### src/rtl/uart_rx_flow.sv
`timescale 1ns/1ps
// uart_rx_flow: 8N1 UART receiver (LSB first) feeding a first-word-fall-through
// byte FIFO, with RTS hysteresis on FIFO occupancy and one-cycle monitor pulses.
module uart_rx_flow #(
  parameter int FIFO_DEPTH     = 16,
  parameter int RTS_HIGH_WATER = 12,
  parameter int RTS_LOW_WATER  = 4,
  parameter int MIN_DIVISOR    = 4
) (
  input  logic                        clk,
  input  logic                        rst,
  input  logic                        uart_rx,
  input  logic [15:0]                 baud_divisor,
  output logic [7:0]                  rx_data,
  output logic                        rx_valid,
  input  logic                        rx_ready,
  output logic                        rx_error,
  output logic                        rx_overrun,
  output logic                        byte_received,
  output logic                        uart_rts_n,
  output logic [$clog2(FIFO_DEPTH):0] fifo_count
);
  localparam int AW = $clog2(FIFO_DEPTH);
  localparam int CW = AW + 1;

  typedef enum logic [2:0] {
    S_IDLE      = 3'd0,
    S_START     = 3'd1,
    S_DATA      = 3'd2,
    S_STOP      = 3'd3,
    S_WAIT_IDLE = 3'd4
  } state_e;

  state_e          state_q, state_d;
  logic            sync1_q, sync1_d;
  logic            sync2_q, sync2_d;
  logic            prev_q, prev_d;
  logic [15:0]     timer_q, timer_d;
  logic [15:0]     div_q, div_d;
  logic [2:0]      idx_q, idx_d;
  logic [7:0]      shreg_q, shreg_d;
  logic [AW-1:0]   wr_ptr_q, wr_ptr_d;
  logic [AW-1:0]   rd_ptr_q, rd_ptr_d;
  logic [CW-1:0]   count_q, count_d;
  logic [7:0]      rx_data_q, rx_data_d;
  logic            rx_valid_q, rx_valid_d;
  logic            err_q, err_d;
  logic            ovr_q, ovr_d;
  logic            brx_q, brx_d;
  logic            rts_q, rts_d;
  logic [7:0]      mem_q [FIFO_DEPTH];

  logic [15:0]     div_eff_s;
  logic            start_s;
  logic            push_req_s;
  logic            frame_err_s;
  logic            pop_s;
  logic            full_s;
  logic            push_ok_s;

  // Synchroniser chain, divisor floor and start-edge detection.
  always_comb begin
    sync1_d   = uart_rx;
    sync2_d   = sync1_q;
    prev_d    = sync2_q;
    start_s   = (sync2_q == 1'b0) && (prev_q == 1'b1);
    if (baud_divisor < 16'(MIN_DIVISOR)) begin
      div_eff_s = 16'(MIN_DIVISOR);
    end else begin
      div_eff_s = baud_divisor;
    end
  end

  // Receive state machine: mid-bit sampling driven by a down-counting bit timer.
  always_comb begin
    state_d     = state_q;
    timer_d     = timer_q;
    div_d       = div_q;
    idx_d       = idx_q;
    shreg_d     = shreg_q;
    push_req_s  = 1'b0;
    frame_err_s = 1'b0;
    case (state_q)
      S_IDLE: begin
        if (start_s) begin
          div_d   = div_eff_s;
          timer_d = (div_eff_s >> 1) - 16'd1;
          state_d = S_START;
        end else begin
          state_d = S_IDLE;
        end
      end
      S_START: begin
        if (timer_q == 16'd0) begin
          if (sync2_q) begin
            state_d = S_IDLE;
          end else begin
            timer_d = div_q - 16'd1;
            idx_d   = 3'd0;
            state_d = S_DATA;
          end
        end else begin
          timer_d = timer_q - 16'd1;
        end
      end
      S_DATA: begin
        if (timer_q == 16'd0) begin
          shreg_d[idx_q] = sync2_q;
          timer_d        = div_q - 16'd1;
          if (idx_q == 3'd7) begin
            state_d = S_STOP;
          end else begin
            idx_d = idx_q + 3'd1;
          end
        end else begin
          timer_d = timer_q - 16'd1;
        end
      end
      S_STOP: begin
        if (timer_q == 16'd0) begin
          if (sync2_q) begin
            push_req_s = 1'b1;
            state_d    = S_IDLE;
          end else begin
            frame_err_s = 1'b1;
            state_d     = S_WAIT_IDLE;
          end
        end else begin
          timer_d = timer_q - 16'd1;
        end
      end
      S_WAIT_IDLE: begin
        if (sync2_q) begin
          state_d = S_IDLE;
        end else begin
          state_d = S_WAIT_IDLE;
        end
      end
      default: begin
        state_d = S_IDLE;
      end
    endcase
  end

  // FIFO bookkeeping, registered head/valid, monitor pulses and RTS hysteresis.
  always_comb begin
    pop_s     = rx_valid_q && rx_ready;
    full_s    = (count_q == CW'(FIFO_DEPTH));
    push_ok_s = push_req_s && (!full_s || pop_s);
    ovr_d     = push_req_s && full_s && !pop_s;
    brx_d     = push_ok_s;
    err_d     = frame_err_s;
    wr_ptr_d  = push_ok_s ? (wr_ptr_q + AW'(1)) : wr_ptr_q;
    rd_ptr_d  = pop_s ? (rd_ptr_q + AW'(1)) : rd_ptr_q;
    case ({push_ok_s, pop_s})
      2'b10:   count_d = count_q + CW'(1);
      2'b01:   count_d = count_q - CW'(1);
      default: count_d = count_q;
    endcase
    rx_valid_d = (count_d != CW'(0));
    // The byte being written is the new head when it lands on the next read slot.
    if (push_ok_s && (wr_ptr_q == rd_ptr_d)) begin
      rx_data_d = shreg_q;
    end else begin
      rx_data_d = mem_q[rd_ptr_d];
    end
    if (count_d >= CW'(RTS_HIGH_WATER)) begin
      rts_d = 1'b1;
    end else if (count_d <= CW'(RTS_LOW_WATER)) begin
      rts_d = 1'b0;
    end else begin
      rts_d = rts_q;
    end
  end

  // FIFO storage; contents are logically discarded by the pointer reset.
  always_ff @(posedge clk) begin
    if (push_ok_s) begin
      mem_q[wr_ptr_q] <= shreg_q;
    end
  end

  // State and output registers with synchronous reset.
  always_ff @(posedge clk) begin
    if (rst) begin
      state_q    <= S_IDLE;
      sync1_q    <= 1'b1;
      sync2_q    <= 1'b1;
      prev_q     <= 1'b1;
      timer_q    <= 16'd0;
      div_q      <= 16'd0;
      idx_q      <= 3'd0;
      shreg_q    <= 8'd0;
      wr_ptr_q   <= '0;
      rd_ptr_q   <= '0;
      count_q    <= '0;
      rx_data_q  <= 8'd0;
      rx_valid_q <= 1'b0;
      err_q      <= 1'b0;
      ovr_q      <= 1'b0;
      brx_q      <= 1'b0;
      rts_q      <= 1'b1;
    end else begin
      state_q    <= state_d;
      sync1_q    <= sync1_d;
      sync2_q    <= sync2_d;
      prev_q     <= prev_d;
      timer_q    <= timer_d;
      div_q      <= div_d;
      idx_q      <= idx_d;
      shreg_q    <= shreg_d;
      wr_ptr_q   <= wr_ptr_d;
      rd_ptr_q   <= rd_ptr_d;
      count_q    <= count_d;
      rx_data_q  <= rx_data_d;
      rx_valid_q <= rx_valid_d;
      err_q      <= err_d;
      ovr_q      <= ovr_d;
      brx_q      <= brx_d;
      rts_q      <= rts_d;
    end
  end

  assign rx_data       = rx_data_q;
  assign rx_valid      = rx_valid_q;
  assign rx_error      = err_q;
  assign rx_overrun    = ovr_q;
  assign byte_received = brx_q;
  assign uart_rts_n    = rts_q;
  assign fifo_count    = count_q;

endmodule
### config.mk
export PLATFORM = sky130hd
export DESIGN_NAME = uart_rx_flow
export DESIGN_NICKNAME = d
export VERILOG_FILES = /design/src/rtl/uart_rx_flow.sv
export SDC_FILE = /design/constraint.sdc
export NUM_CORES = 1
export LEC_CHECK = 0
export BUFFER_PORTS_ARGS = -buffer_cell sky130_fd_sc_hd__buf_2
export CAP_MARGIN = 20
export CORE_UTILIZATION = 56
export CTS_CLUSTER_SIZE = 30
export DETAILED_ROUTE_END_ITERATION = 10
export PLACE_DENSITY = 0.87
export SYNTH_ARGS = -nofsm -noshare
export SYNTH_HDL_FRONTEND = slang
export SYNTH_SLANG_ARGS = --single-unit
### constraint.sdc
create_clock -name clk -period 2.9 [get_ports clk]
set_input_delay 0.58 -clock clk [delete_from_list [all_inputs] [get_ports clk]]
set_output_delay 0.58 -clock clk [all_outputs]
set_load 0.005 [all_outputs]
==> results.json, run 1 <==
{
  "status": "finished clean",
  "cts_made_buffers": 20,
  "synthDistinctLibCells": 61,
  "cts_tree": "yes",
  "timing.slew.headroom_pct": 37.59,
  "power_switching_mw": 1.948,
  "cap_violations": 0,
  "via_per_inst": 6.199,
  "initial_core_util_pct": 57.27,
  "r2r_end": "uart_rts_n",
  "vias": 7117,
  "hold_viol_final": 0,
  "final_layout_size_suffix_gt1_share_pct": 22.20,
  "path_max_fanout": 4,
  "p_leak_nw": 4.055,
  "min_path_type": "primary input to flop",
  "grt_setup_unrepaired": "yes",
  "dp_slack_ns": -0.07413,
  "yosys.area_share.simple_pct": 13.61,
  "ir_drop_mv": 0.4760,
  "cts_sinks": 203,
  "timing.rr.start": "timer_q[1]",
  "ctsRootBufferMaster": "clkbuf_16",
  "tightest_slew_ns": 0.9276,
  "power_per_cell_area_nw_per_um2": 662.9,
  "die_h_um": 132.2,
  "muxShareOfSynthArea_pct": 11.70,
  "synth_flop_cell": "edfxtp_1",
  "drt_first_iter_violations": 950,
  "wl_mm": 23.50,
  "max_freq_ghz": 0.3536,
  "finalMaxSlewViolations": 0,
  "netlist.top_cell.by_area": "edfxtp_1",
  "synth_area_leaders": "edfxtp_1 40%, dfxtp_1 16%, mux4_2 5.5%",
  "synth_area_um2": 9497,
  "layout.nets": 949,
  "ys_seq_elements": 203,
  "period_minus_slack_ns": 2.828,
  "synth_top_family_by_area": "simple AND/OR/NAND/NOR gates",
  "htree_levels": 1,
  "syn_avg_cell_area_um2": 11.62,
  "floorplan.die_area_um2": 17480,
  "rows": 47,
  "wl_per_cell_um": 20.47,
  "power_frac_seq_pct": 42.7,
  "p_int_mw": 5.469,
  "track_usage_pct": 27.29,
  "synth_fa_ha_area_share_pct": 2.055,
  "drcViolationCount": 0,
  "placedCellCount": 1107,
  "grt_pass1_vias": 6997,
  "synth_common_cells": "128 x edfxtp_1, 77 x nor2_1, 75 x dfxtp_1",
  "final.setup.worst_slack_ns": 0.07195,
  "fill_cells": 1137,
  "fin_cells": 1148,
  "swShare_pct": 26.26,
  "synth_enable_flop_cells": 128,
  "crit_arrival_ns": 3.20,
  "path_clk_slew_ns": 0.06,
  "yosys_warnings": 0,
  "p_clk_share_pct": 36.8,
  "ff2ff_path_depth": 13,
  "cts_max_path_buffers": 3,
  "portBuffers": 37,
  "worstSetupPathType": "flop to flop",
  "start_kind": "flop",
  "skew_ns": 0.02001,
  "ys_seq_area_share_pct": 56.28,
  "synth_nets": 852,
  "async_reset_ff_share_pct": 0,
  "holdWs_ns": 0.2667,
  "p_comb_share_pct": 20.5,
  "hold_end": "sync1_q",
  "num_antenna_cells": 0,
  "rrSetupSlack_ns": 0.07,
  "first_pass_iters": 6,
  "grt_max_degree": 63,
  "overflow": 0,
  "grt_antenna_before_repair": 0,
  "synth_top_area_share_pct": 40.47,
  "finalSetupViolations": 0,
  "clk_latency_ns": 0.51,
  "synth.most_common_cell": "edfxtp_1",
  "synthXorXnorAreaFrac_pct": 3.781,
  "fin_util_pct": 67.46,
  "synth-compound-area-share_pct": 10.09,
  "end_kind": "flop",
  "synth_cells": 817,
  "worstHoldPathCells": 2,
  "ios": 38,
  "core_um2": 16580,
  "dp_hpwl_mm": 15.05,
  "ant_nets": 0,
  "die_x_um": 132.2,
  "worstPathRequired_ns": 3.27,
  "place.gp.congestion": 0.8793,
  "grt_pass1_wl_mm": 37.58,
  "hold_start": "uart_rx",
  "tns_ns": 0,
  "finalCritPeriodShare_pct": 97.52,
  "area_delta_synth_final_pct": 17.80
}
[cell usage in the layout, fill, tap and decap left out, types with 29 or more instances in the layout]
cell type  synthesis  layout
dfxtp_1           75      72
nand2_1           73      73
a21oi_1           49      47
nor2_1            77      77
buf_4              1      76
o22ai_1           29      29
o21ai_0           32      32
mux2i_1           50      50
edfxtp_1         128     128
buf_2             11      37
[power groups by stage]
stage          Sequential, mW  Clock, mW  Combinational [mW]
6_report                 3.17       2.73                1.52
4_1_cts                  3.16       2.74                1.48
2_1_floorplan            3.22          0               0.993
3_5_place_dp             3.23          0                1.44
3_3_place_gp             3.22          0                1.39
5_1_grt                  3.18       2.86                1.64
[metrics by stage]
stage	total power [mW]	instance area (µm²)
finish	7.416	11190
global route	7.673	11190
CTS	7.390	11110
detailed placement	4.666	10400
global placement	4.615	10400
floorplan	4.218	9510
[logic make-up after synthesis]
group | after synthesis
buffers and inverters | 58
adders and majority gates | 15
AOI/OAI and AO/OA | 157
xor gates and xnor gates | 41
muxes | 81
and+or+nand+nor | 262
DFF | 203
[critical path: stages (launching register included)]
cell	delay (ns)
dfxtp_2	0.32
inv_2	0.07
ha_4	0.13
nor4b_4	0.24
nand3_2	0.14
o21ai_2	0.16
inv_2	0.09
fa_2	0.35
a21o_1	0.18
a21oi_2	0.15
nor2_1	0.05
a22o_1	0.20
xnor2_2	0.15
or4b_1	0.44
[worst max-delay path by stage]
stage,startpoint,to,cells after the start,slack (ns)
2_1_floorplan,timer_q[0],uart_rts_n,13,0.002
3_3_place_gp,baud_divisor[14],timer_q[6],13,0.002
3_5_place_dp,timer_q[0],uart_rts_n,13,-0.07
4_1_cts,timer_q[0],uart_rts_n,14,0.02
5_1_grt,timer_q[1],uart_rts_n,14,-0.09
6_report,timer_q[1],uart_rts_n,13,0.07
[cell type report]
cell class / instances / area [µm²] / area share, %
sequential: 203 / 5349 / 47.81
timing repair buffer: 116 / 815.8 / 7.292
clock buffer: 27 / 526.8 / 4.709
clock inverter: 9 / 157.7 / 1.409
multi-input combinational: 556 / 3999 / 35.75
tap: 220 / 275.3 / 2.461
inverter: 17 / 63.81 / 0.5704
[state kept, by name (all words and copies together), names as in the netlist]
register and flops:
uart_rts_n 1, byte_received 1, mem_q 128, wr_ptr_q 4, rx_valid 1, idx_q 3
prev_q 1, fifo_count 5, shreg_q 8, state_q 3, sync1_q 1, rx_error 1
div_q 16, rd_ptr_q 4, rx_overrun 1, rx_data 8, prev_d 1, timer_q 16
[repair_timing]
| action | CTS | global route |
|---|---|---|
| buffers inserted | 3 | 1 |
| endpoints found under the hold margin | 0 | 0 |
| hold buffers | 0 | 0 |
| gates cloned | 0 | 0 |
| resized for setup | 4 | 10 |
| endpoints found under the setup margin | 1 | 5 |
| pin swaps | 3 | 5 |
[per-layer routing]
layer / GRT usage (%) / vias to the layer above / wire, µm
li1: - / 3254 / -
met1: 36.46 / 3430 / 9469
met2: 45.24 / 376 / 11440
met3: 4.460 / 57 / 1871
met4: 9.834 / 0 / 714
met5: 0 / - / 0
(Power assumes the default switching activity.)
==> inputs of run 2 (changes only) <==
- HOLD_SLACK_MARGIN: unset -> 0.08
- SETUP_SLACK_MARGIN: unset -> 0.3
==> run 2 against run 1 <==
The run now ends with setup timing left; via count rose by 0.60%; total power rose by 1.3%; non-clock buffer count rose by 1; sequential power barely moved; sequential share of layout area fell by 0.52 points; first-iteration DRC count rose by 6.3%; final area rose by 1.2%; sequential cell count did not move; global-route usage fell by 0.40 points; die area did not move; hold slack improved by 0.0020 ns; critical path type unchanged; critical endpoint unchanged.
==> results.json, run 2 (synthesized netlist as in run 1, its figures left out) <==
{
  "wl_per_cell_um": 21.06,
  "p_int_mw": 5.508,
  "finalCritPeriodShare_pct": 101.3,
  "power_per_cell_area_nw_per_um2": 663.4,
  "largest_reg_flops": 128,
  "die_h_um": 132.2,
  "final_layout_size_suffix_gt1_share_pct": 24.52,
  "ir_drop_mv": 0.3554,
  "cts_made_buffers": 21,
  "cap_violations": 0,
  "core_um2": 16580,
  "ant_nets": 0,
  "initial_core_util_pct": 57.27,
  "overflow": 0,
  "drt_first_iter_violations": 1010,
  "portBuffers": 37,
  "power_switching_mw": 2.003,
  "floorplan.die_area_um2": 17480,
  "cpPeakStageDelay_ns": 0.44,
  "place.gp.congestion": 0.8910,
  "num_antenna_cells": 0,
  "grt_max_degree": 47,
  "grt_antenna_before_repair": 0,
  "skew_ns": 0.02147,
  "final.setup.worst_slack_ns": -0.03662,
  "wl_mm": 24.22,
  "period_minus_slack_ns": 2.937,
  "htree_levels": 1,
  "finalSetupViolations": 1,
  "vias": 7160,
  "tightest_slew_ns": 0.9418,
  "worstSetupPathType": "flop to flop",
  "worstPathRequired_ns": 3.27,
  "timing.rr.start": "timer_q[0]",
  "area_delta_synth_final_pct": 19.21,
  "ios": 38,
  "min_path_type": "primary input to flop",
  "hold_end": "sync1_q",
  "p_clk_share_pct": 35.9,
  "p_leak_nw": 4.102,
  "finalInstanceArea_um2": 11320,
  "mostFrequentLayoutCell": "edfxtp_1",
  "finalMaxSlewViolations": 0,
  "violations": "setup timing",
  "first_pass_iters": 5,
  "grt_setup_unrepaired": "yes",
  "start_kind": "flop",
  "worstHoldPathCells": 2,
  "track_usage_pct": 26.89,
  "p_comb_share_pct": 21.7,
  "critPathTopFamily": "simple AND/OR/NAND/NOR gates",
  "timing.slew.headroom_pct": 37.21,
  "cts_tree": "yes",
  "critPathSlowestCell": "or4b_1",
  "die_x_um": 132.2,
  "rrSetupSlack_ns": -0.04,
  "fin_util_pct": 68.27,
  "max_freq_ghz": 0.3405,
  "path_clk_slew_ns": 0.06,
  "hold_viol_final": 0,
  "layout.nets": 951,
  "tns_ns": -0.03662,
  "drcViolationCount": 0,
  "place_area_um2": 10370,
  "grt_pass1_vias": 7049,
  "dp_hpwl_mm": 14.83,
  "cp.buffers_inverters": 2,
  "r2r_end": "uart_rts_n",
  "rows": 47,
  "top_register": "mem_q",
  "end_kind": "flop",
  "grt_pass1_wl_mm": 37.01,
  "p_total_mw": 7.511,
  "hold_start": "uart_rx",
  "crit_arrival_ns": 3.31,
  "via_per_inst": 6.226,
  "ff2ff_path_depth": 13,
  "top_regs": "mem_q (128), div_q (16), timer_q (16)",
  "path_cells": "inv_4 -> ha_4 -> nor4b_4 -> nand3_2 -> o21ai_2 -> inv_2 -> fa_2 -> a21o_1 -> a21oi_2 -> nor2_1 -> a22o_1 -> xnor2_2 -> or4b_1",
  "dp_slack_ns": -0.04912,
  "ctsRootBufferMaster": "clkbuf_16",
  "cts_sinks": 203,
  "cts_max_path_buffers": 3,
  "swShare_pct": 26.67,
  "status": "complete, but fails checks",
  "mostFrequentLayoutCells": "128 x edfxtp_1, 74 x nor2_1, 72 x buf_4, 70 x nand2_1, 70 x dfxtp_1",
  "cts_hold_buf": 0,
  "power_frac_seq_pct": 42.4,
  "clk_latency_ns": 0.50,
  "path_max_fanout": 4
}
-- run 2: layout make-up --
type	instances	area, µm²
clock buffer	27	548.0
fill	1077	5263
sequential	203	5354
multi-input combinational	556	4110
inverter	17	66.31
tap	220	275.3
timing repair buffer	117	840.8
clock inverter	10	126.4
-- run 2: power by group through the flow --
| stage | registers [mW] | clock network [mW] | logic (mW) |
|---|---|---|---|
| after floorplan | 3.23 | 0 | 1.01 |
| after global placement | 3.24 | 0 | 1.36 |
| after detailed placement | 3.24 | 0 | 1.39 |
| after CTS | 3.18 | 2.70 | 1.45 |
| after global routing | 3.19 | 2.80 | 1.74 |
| final | 3.18 | 2.70 | 1.63 |
-- run 2: how the worst max path moves through the flow --
stage,start,slack (ns),endpoint,depth (start not counted)
2_1_floorplan,timer_q[13],0.09,uart_rts_n,11
3_3_place_gp,baud_divisor[14],0.04,timer_q[8],12
3_5_place_dp,rx_ready,-0.05,rx_data[6],9
4_1_cts,timer_q[13],0.09,uart_rts_n,11
5_1_grt,timer_q[1],-0.18,uart_rts_n,14
6_report,timer_q[0],-0.04,uart_rts_n,13
-- run 2: what timing repair did --
action / 4_1_cts / 5_1_grt
gates resized for setup: 5 / 17
setup endpoints to repair: 10 / 37
buffers inserted: 9 / 11
cloned: 0 / 3
pin swaps: 7 / 8
-- run 2: stage by stage --
step | hold slack [ns] | std cells
2_1_floorplan | 0.3895 | 817
3_3_place_gp | 0.4030 | 1090
3_5_place_dp | 0.4009 | 1090
4_1_cts | 0.2544 | 1136
5_1_grt | 0.2829 | 1150
6_report | 0.2687 | 1150
-- run 2: worst register-to-register path: cells and delay by family (launching register included) --
family                     cells  cell delay [ns]
and+or+nand+nor                4             0.85
AOI/OAI and AO/OA              4             0.77
adders and majority gates      2             0.47
DFF                            1             0.36
xor gates and xnor gates       1             0.20
buffers and inverters          2             0.16
-- run 2: metal layers --
layer,wire length (µm),GRT usage [%],up-vias
met1,9464,34.00,3453
met4,711,10.60,0
met5,0,0,-
met3,1981,4.498,61
met2,12060,46.30,401
li1,-,-,3245
==> inputs of run 3 (changes only) <==
- CORE_UTILIZATION: 56 -> 58
- CTS_BUF_LIST: unset -> sky130_fd_sc_hd__clkbuf_4 sky130_fd_sc_hd__clkbuf_8
- PLACE_DENSITY: 0.87 -> 0.9
==> run 3 against run 2 <==
The flow now finishes without violations; register-to-register slack improved by 0.12 ns; sequential power barely moved; die area down 3.4%; final area is 0.19% higher; first-iteration DRC count is 30% lower; cell count rose by 1.6%; clock-buffer cell count grew 30; clock power is 4% higher; total power rose by 0.31%; wire length down 1.5%; sequential cell count unchanged; global-route usage rose by 2.3 points; critical path type unchanged; highest routed layer unchanged.
==> results.json, run 3 (synthesized netlist as in run 1, its figures left out) <==
{
  "status": "finished clean",
  "mostFrequentLayoutCell": "edfxtp_1",
  "placedCellCount": 1090,
  "die_x_um": 130.0,
  "layout.nets": 960,
  "tightest_slew_ns": 0.9154,
  "cts_made_buffers": 35,
  "cts_sinks": 203,
  "portBuffers": 37,
  "grt_antenna_before_repair": 0,
  "startpoint": "timer_q[0]",
  "path_cells": "inv_2 -> ha_4 -> nor4b_4 -> nand3_2 -> o21ai_4 -> inv_4 -> fa_2 -> a21o_1 -> a21oi_2 -> nor2_1 -> a22o_1 -> xnor2_2 -> or4b_1",
  "min_path_type": "primary input to flop",
  "grt_pass1_wl_mm": 37.16,
  "die_h_um": 130.0,
  "final_layout_size_suffix_gt1_share_pct": 26.79,
  "overflow": 0,
  "fin_cells": 1168,
  "top_register": "mem_q",
  "htree_levels": 2,
  "num_antenna_cells": 0,
  "worstPathRequired_ns": 3.30,
  "cpPeakStageDelay_ns": 0.43,
  "p_leak_nw": 4.134,
  "place.gp.congestion": 0.8487,
  "dp_slack_ns": -0.03059,
  "ios": 38,
  "ant_nets": 0,
  "finalInstanceArea_um2": 11340,
  "grt_pass1_vias": 7382,
  "skew_ns": 0.02827,
  "area_delta_synth_final_pct": 19.43,
  "ctsRootBufferMaster": "clkbuf_8",
  "cts_max_path_buffers": 3,
  "fill_cells": 1015,
  "rows": 46,
  "hold_viol_final": 0,
  "path_clk_slew_ns": 0.06,
  "period_minus_slack_ns": 2.820,
  "ir_drop_mv": 0.3652,
  "core_um2": 15940,
  "grt_max_degree": 44,
  "first_pass_iters": 5,
  "max_freq_ghz": 0.3546,
  "path_max_fanout": 5,
  "timing.slew.headroom_pct": 38.89,
  "timing.rr.start": "timer_q[0]",
  "place_area_um2": 10390,
  "tns_ns": 0,
  "drt_first_iter_violations": 708,
  "via_per_inst": 6.228,
  "wl_mm": 23.86,
  "holdWs_ns": 0.2405,
  "end_kind": "flop",
  "finalSetupViolations": 0,
  "finalMaxSlewViolations": 0,
  "grt_setup_unrepaired": "yes",
  "start_kind": "flop",
  "initial_core_util_pct": 59.57,
  "final.setup.worst_slack_ns": 0.08022,
  "track_usage_pct": 29.21,
  "vias": 7274,
  "largest_reg_flops": 128,
  "wl_per_cell_um": 20.43,
  "clk_latency_ns": 0.54,
  "mostFrequentLayoutCells": "128 x edfxtp_1, 74 x nor2_1, 72 x buf_4, 71 x nand2_1, 70 x dfxtp_1",
  "worstSetupPathType": "flop to flop",
  "power_per_cell_area_nw_per_um2": 664.2,
  "cap_violations": 0,
  "critPathSlowestCell": "or4b_1",
  "finalCritPeriodShare_pct": 97.23,
  "drcViolationCount": 0,
  "cts_tree": "yes",
  "top_regs": "mem_q (128), div_q (16), timer_q (16)",
  "dp_hpwl_mm": 15.20,
  "floorplan.die_area_um2": 16890,
  "hold_start": "uart_rx",
  "crit_arrival_ns": 3.22
}
## run 3: worst paths after layout
kind | end | slack [ns] | cells past startpoint
worst max-delay path | uart_rts_n | 0.08 | 13
worst min-delay path | sync1_q | 0.24 | 2
worst max register to register | uart_rts_n | 0.08 | 13
worst min register to register | prev_d | 0.42 | 1
## run 3: final cells by class
type                    count  area [µm²]  area share, %
clock buffers              57       696.9          6.145
clock inverters             7       77.57         0.6840
inverters                  17       66.31         0.5847
multi-input cells         556        4103          36.17
flip-flops and latches    203        5351          47.18
well taps                 216       270.3          2.383
repair buffers            112       777.0          6.851
## run 3: metrics by stage
stage | total power [mW] | utilization [%]
4_1_cts | 7.504 | 70.69
3_5_place_dp | 4.662 | 65.14
3_3_place_gp | 4.613 | 65.14
2_1_floorplan | 4.235 | -
5_1_grt | 7.819 | 71.14
6_report | 7.534 | 71.14
## run 3: metal layers
layer  up-vias  GRT usage, %  wire [µm]
met3       117         6.027       1735
met5         -             0          0
met2       394         50.55      12070
li1       3290             -          -
met1      3473         32.92       8753
met4         0         19.02       1301
## run 3: power breakdown
group	switching, mW	internal, mW	leakage, nW	total [mW]
clock	1.18	1.63	0.408	2.81
combinational	0.809	0.736	1.93	1.54
sequential	0.0753	3.11	1.80	3.18
total	2.06	5.47	4.13	7.53
## run 3: repair_timing
item / 4_1_cts / 5_1_grt
resized for setup: 6 / 8
endpoints found under the hold margin: 0 / 0
endpoints found under the setup margin: 3 / 74
hold buffers: 0 / 0
cloned: 0 / 0
setup buffers: 10 / 4
pin swaps: 9 / 4
## run 3: worst max-delay path, delay by kind of cell (launching register included)
family,cells,cell delay (ns)
adders and majority gates,2,0.47
xor gates and xnor gates,1,0.13
DFF,1,0.33
AOI/OAI and AO/OA,4,0.74
and+or+nand+nor,4,0.86
buffers and inverters,2,0.16
